File: src/rtl/comparator_pipe.sv
// Two-stage valid/ready comparator: EQ/NE/GT/LT/GE/LE/MIN/MAX, signed or unsigned.
// Define COMPARATOR_PIPE_MATCH_CNT_EN to build the saturating match counter.
module comparator_pipe #(
    parameter int WIDTH     = 8,
    parameter int CNT_WIDTH = 16
) (
    input  logic                 clk,
    input  logic                 rst_n,
    input  logic                 in_valid,
    output logic                 in_ready,
    input  logic [WIDTH-1:0]     A,
    input  logic [WIDTH-1:0]     B,
    input  logic [2:0]           Opcode,
    input  logic                 signed_mode,
    output logic                 out_valid,
    input  logic                 out_ready,
    output logic [WIDTH-1:0]     compare_out,
    output logic                 flag,
    input  logic                 clr_count,
    output logic [CNT_WIDTH-1:0] match_count
);

    typedef enum logic [2:0] {
        OP_EQ  = 3'b000,
        OP_NE  = 3'b001,
        OP_GT  = 3'b010,
        OP_LT  = 3'b011,
        OP_GE  = 3'b100,
        OP_LE  = 3'b101,
        OP_MIN = 3'b110,
        OP_MAX = 3'b111
    } op_e;

    logic             r_s1_valid;
    logic [WIDTH-1:0] r_s1_a;
    logic [WIDTH-1:0] r_s1_b;
    op_e              r_s1_op;
    logic             r_s1_signed;

    logic             r_out_valid;
    logic [WIDTH-1:0] r_compare_out;
    logic             r_flag;

    logic             w_s2_adv;
    logic             w_s1_adv;

    assign w_s2_adv = !r_out_valid || out_ready;
    assign w_s1_adv = !r_s1_valid || w_s2_adv;
    assign in_ready = w_s1_adv;

    always_ff @(posedge clk or negedge rst_n) begin
        if (!rst_n) begin
            r_s1_valid  <= 1'b0;
            r_s1_a      <= '0;
            r_s1_b      <= '0;
            r_s1_op     <= OP_EQ;
            r_s1_signed <= 1'b0;
        end else if (w_s1_adv) begin
            r_s1_valid <= in_valid;
            if (in_valid) begin
                r_s1_a      <= A;
                r_s1_b      <= B;
                r_s1_op     <= op_e'(Opcode);
                r_s1_signed <= signed_mode;
            end
        end
    end

    // Flipping the sign bit turns a two's-complement order into an unsigned one.
    logic [WIDTH-1:0] w_a_key;
    logic [WIDTH-1:0] w_b_key;
    logic             w_eq;
    logic             w_gt;
    logic             w_lt;
    logic             w_flag;
    logic [WIDTH-1:0] w_res;

    assign w_a_key = {r_s1_a[WIDTH-1] ^ r_s1_signed, r_s1_a[WIDTH-2:0]};
    assign w_b_key = {r_s1_b[WIDTH-1] ^ r_s1_signed, r_s1_b[WIDTH-2:0]};
    assign w_eq    = (r_s1_a == r_s1_b);
    assign w_gt    = (w_a_key > w_b_key);
    assign w_lt    = !w_eq && !w_gt;

    always_comb begin
        w_flag = 1'b0;
        w_res  = '0;
        case (r_s1_op)
            OP_EQ:   w_flag = w_eq;
            OP_NE:   w_flag = !w_eq;
            OP_GT:   w_flag = w_gt;
            OP_LT:   w_flag = w_lt;
            OP_GE:   w_flag = !w_lt;
            OP_LE:   w_flag = !w_gt;
            OP_MIN:  w_flag = !w_gt;
            OP_MAX:  w_flag = !w_lt;
            default: w_flag = 1'b0;
        endcase
        // MIN/MAX return the chosen operand; ties keep A so flag stays 1.
        if (r_s1_op == OP_MIN || r_s1_op == OP_MAX)
            w_res = w_flag ? r_s1_a : r_s1_b;
        else
            w_res = {{(WIDTH-1){1'b0}}, w_flag};
    end

    always_ff @(posedge clk or negedge rst_n) begin
        if (!rst_n) begin
            r_out_valid   <= 1'b0;
            r_compare_out <= '0;
            r_flag        <= 1'b0;
        end else if (w_s2_adv) begin
            r_out_valid <= r_s1_valid;
            if (r_s1_valid) begin
                r_compare_out <= w_res;
                r_flag        <= w_flag;
            end
        end
    end

    assign out_valid   = r_out_valid;
    assign compare_out = r_compare_out;
    assign flag        = r_flag;

`ifdef COMPARATOR_PIPE_MATCH_CNT_EN
    logic [CNT_WIDTH-1:0] r_match_count;

    always_ff @(posedge clk or negedge rst_n) begin
        if (!rst_n)
            r_match_count <= '0;
        else if (clr_count)
            r_match_count <= '0;
        else if (r_out_valid && out_ready && r_flag && (r_match_count != {CNT_WIDTH{1'b1}}))
            r_match_count <= r_match_count + CNT_WIDTH'(1);
    end

    assign match_count = r_match_count;
`else
    logic w_unused_clr;

    assign w_unused_clr = clr_count;
    assign match_count  = '0;
`endif

endmodule

File: config.mk
export PLATFORM = sky130hd
export DESIGN_NAME = comparator_pipe
export DESIGN_NICKNAME = d
export VERILOG_FILES = /design/src/rtl/comparator_pipe.sv
export SDC_FILE = /design/constraint.sdc
export NUM_CORES = 1
export LEC_CHECK = 0
export ABC_AREA = 1
export BUFFER_PORTS_ARGS = -buffer_cell sky130_fd_sc_hd__buf_2
export CAP_MARGIN = 10
export CORE_UTILIZATION = 50
export CTS_CLUSTER_DIAMETER = 100
export DETAILED_ROUTE_END_ITERATION = 6
export PLACE_DENSITY = 0.75
export SETUP_SLACK_MARGIN = 0.5
export SLEW_MARGIN = 25
export SYNTH_ARGS = -nofsm -noshare
export SYNTH_HDL_FRONTEND = slang
export SYNTH_SLANG_ARGS = --single-unit
File: constraint.sdc
create_clock -name clk -period 3 [get_ports clk]
set_input_delay 0.3 -clock clk [delete_from_list [all_inputs] [get_ports clk]]
set_output_delay 0.3 -clock clk [all_outputs]
set_load 0.005 [all_outputs]
==> summary.txt <==
Critical path
  • Crit-path max FO: 9
  • Slowest cell on the critical path: dfrtp_1
  • CP max stage delay: roughly 0.40 ns
  • Worst path arrival time: between 2 and 2.5 ns
  • CP Launch Type: flop
  • CP Capture Type: flop
  • Worst-path cell chain: ha_1 -> nand2_1 -> nor2_2 -> nand4_2 -> nand4_1 -> nand3_2 -> nor2_8 -> nand3_1 -> nand3_1 -> nand2_1
  • Worst Setup Path Type: flop to flop
  • CP Data Required Time: ~3.2 ns

Yosys
  • Yosys top cell area share: a little over two fifths
  • FF+latch count, synth: 31
  • Synth Instances: 234
  • Area contributors post-synth: dfrtp_1, nand2_1, nand3_1
  • Distinct cells, synth: 24
  • Synth Area per Inst: 7.967 µm²
  • Register area share after synthesis: between 40% and 50%
  • Yosys Warn Count: 0
  • Synthesized area: approximately 1900 µm²
  • Cell taking the most area after synthesis: dfrtp_1

STA
  • Setup WS post-layout: approximately 1 ns
  • Clock period minus worst slack: between 2 and 2.5 ns
  • Slew headroom: 55.28%
  • Final hold slack: 0.04486 ns
  • Final count of hold timing violations: 0
  • Setup TNS: 0 ns
  • Highest Clock Rate: 494.3 MHz
  • Period utilization: between 60% and 70%
  • Max Slew Vio Count: 0
  • # setup viols final: 0
  • Clk_skew: a little under 0.005 ns
  • Worst-Margin Slew: about 0.67 ns
  • Unrepaired setup endpoints after global routing: no

Die
  • Die area: slightly below 4000 µm²
  • Core area: 3442 µm²
  • Rows: 21
  • Die height: between 60 and 70 µm
  • Io pins: 52
  • Die width: 63.06 µm
  • Initial Utilization: a little over half

Place
  • Inst Count DP: 307
  • RePlAce Congestion: between 0.7 and 0.8
  • Port Buffers: 34
  • Worst slack, placed: a little under 1 ns
  • Hpwl dp: approximately 2.5 mm

Routing
  • DR DRC count: 0
  • WL per Instance: about 11 µm
  • Final WL: about 3.4 mm
  • Initial DRC Count: 87
  • Via count: 1513
  • Antenna Nets Post-Route: 0
  • Vias per inst: just under 5
  • Drt pass-1 iters: 4

Clock network
  • CTS buffer count: 5
  • Post-CTS resize count: 0
  • H-tree depth: 2
  • Clk root buf: clkbuf_8
  • Clk sinks: 31
  • Clock slew at reported path FFs: roughly 0.070 ns
  • Cts hold-fix bufs: 0
  • Post-CTS Setup Bufs: 0
  • Clock Latency Late Sink: 0.29 ns
  • Clock buffer depth: 2
  • CTS tree: yes

Global route
  • Largest net degree at the start of global routing: 32
  • Grt total ovfl: 0
  • First-pass GRT wire length: ~5.8 mm
  • Vias in the first global route: between 1000 and 1500
  • Initial antenna violation count: 0
  • All-Layer GR Usage: a little under a fifth

Flow run
  • Max cap viols: 0

Cells and area
  • Area Overhead vs Synth: 11.68%
  • Fin nets: 300
  • Share of cells above drive strength 1: between 20 and 30%
  • Antenna diodes: 0
  • Post-route insts no fill: between 300 and 400

Power
  • Power Total: about 1.4 mW
  • Power Density: roughly 660 nW/µm²
  • Leakage: around 1.2 nW
  • Peak supply drop: 0.0004604 V

Outcome
  • Status: complete, no violations

Worst hold path
  • HP Class: input port to async pin
critical path, delay by kind of cell, from the launching register on:
kind / cells / cell delay, ns
flip-flops: 1 / 0.40
AND/OR/NAND/NOR: 9 / 1.22
adder cells (fa/ha/maj): 1 / 0.31
layout by cell type, fill, tap and decap left out, drive strengths merged, types with 2 or more instances in the layout:
cell type	instances
a21oi	22
buf	35
clkbuf	6
conb	16
dfrtp	31
ha	7
inv	27
nand2	51
nand3	33
nand4	2
nor2	32
o21ai	2
final timing paths:
kind / start / endpoint / slack, ns / cells after the start
min in group clk: B[0] / r_s1_b[0] / 0.25 / 2
setup reg to reg: r_s1_a[3] / compare_out[6] / 0.98 / 10
max in group asynchronous: rst_n / compare_out[4] / 2.52 / 1
hold reg to reg: compare_out[0] / compare_out[0] / 0.48 / 2
hold / removal: rst_n / r_s1_b[7] / 0.04 / 1
setup / recovery: r_s1_a[3] / compare_out[6] / 0.98 / 10
registers in the layout (all words and copies together) (netlist names):
name	count
compare_out	8
r_s1_a	8
r_s1_b	8
r_s1_op	3
flag	1
out_valid	1
r_s1_signed	1
r_s1_valid	1
metal layers:
layer | global-route usage [%] | routed length, µm | up-vias
met4 | 8.430 | 42 | 0
met5 | 0 | 0 | -
met1 | 26.43 | 1671 | 689
met2 | 27.55 | 1515 | 44
li1 | - | - | 776
met3 | 5.072 | 217 | 4
report_power, final:
group	switching [mW]	leakage, nW	internal [mW]
clock	0.151	0.0470	0.180
combinational	0.295	0.756	0.190
sequential	0.0566	0.360	0.508
cells in the mapped netlist:
| cell | instances |
|---|---|
| nand2_1 | 40 |
| nand4_2 | 1 |
| clkbuf_1 | 5 |
| dfrtp_1 | 31 |
| nor2_8 | 1 |
| nor2_1 | 26 |
| nor3_1 | 1 |
| inv_1 | 24 |
| buf_4 | 16 |
| nor2_4 | 3 |
| ha_1 | 7 |
| nand2_4 | 2 |
| buf_6 | 2 |
| mux2_2 | 1 |
| a21oi_1 | 22 |
| conb_1 | 1 |
| inv_2 | 3 |
| nand3_2 | 3 |
| o21ai_0 | 2 |
| nand4_1 | 1 |
| nor2_2 | 2 |
| nand3_1 | 30 |
| a31oi_1 | 1 |
| nand2_2 | 9 |
stage by stage:
step	util, %	instance area, µm²
after detailed placement	57.94	1994
after floorplan	-	1921
after global routing	60.49	2082
final	60.49	2082
after CTS	60.49	2082
after global placement	57.94	1994
area by class of cell:
type / instances / area (µm²)
Multi-Input combinational cell: 168 / 882.1
Inverter: 27 / 101.3
Clock buffer: 6 / 82.58
Clock inverter: 1 / 5.005
Sequential cell: 31 / 775.7
Timing Repair Buffer: 35 / 177.7
Fill cell: 336 / 1360
Tap cell: 46 / 57.56
logic make-up (layout without fill, tap and decap cells):
| group | Yosys count | count (layout) | share of synthesized area [%] |
|---|---|---|---|
| AND/OR/NAND/NOR | 119 | 119 | 32.01 |
| buffers and inverters | 50 | 69 | 14.09 |
| adder cells (fa/ha/maj) | 7 | 7 | 4.698 |
| other | 1 | 16 | 0.2011 |
| multiplexers | 1 | 1 | 0.6040 |
| flip-flops | 31 | 31 | 41.61 |
| AO/OA/AOI/OAI | 25 | 25 | 6.779 |
No activity file was read; power rests on OpenSTA's default activity.
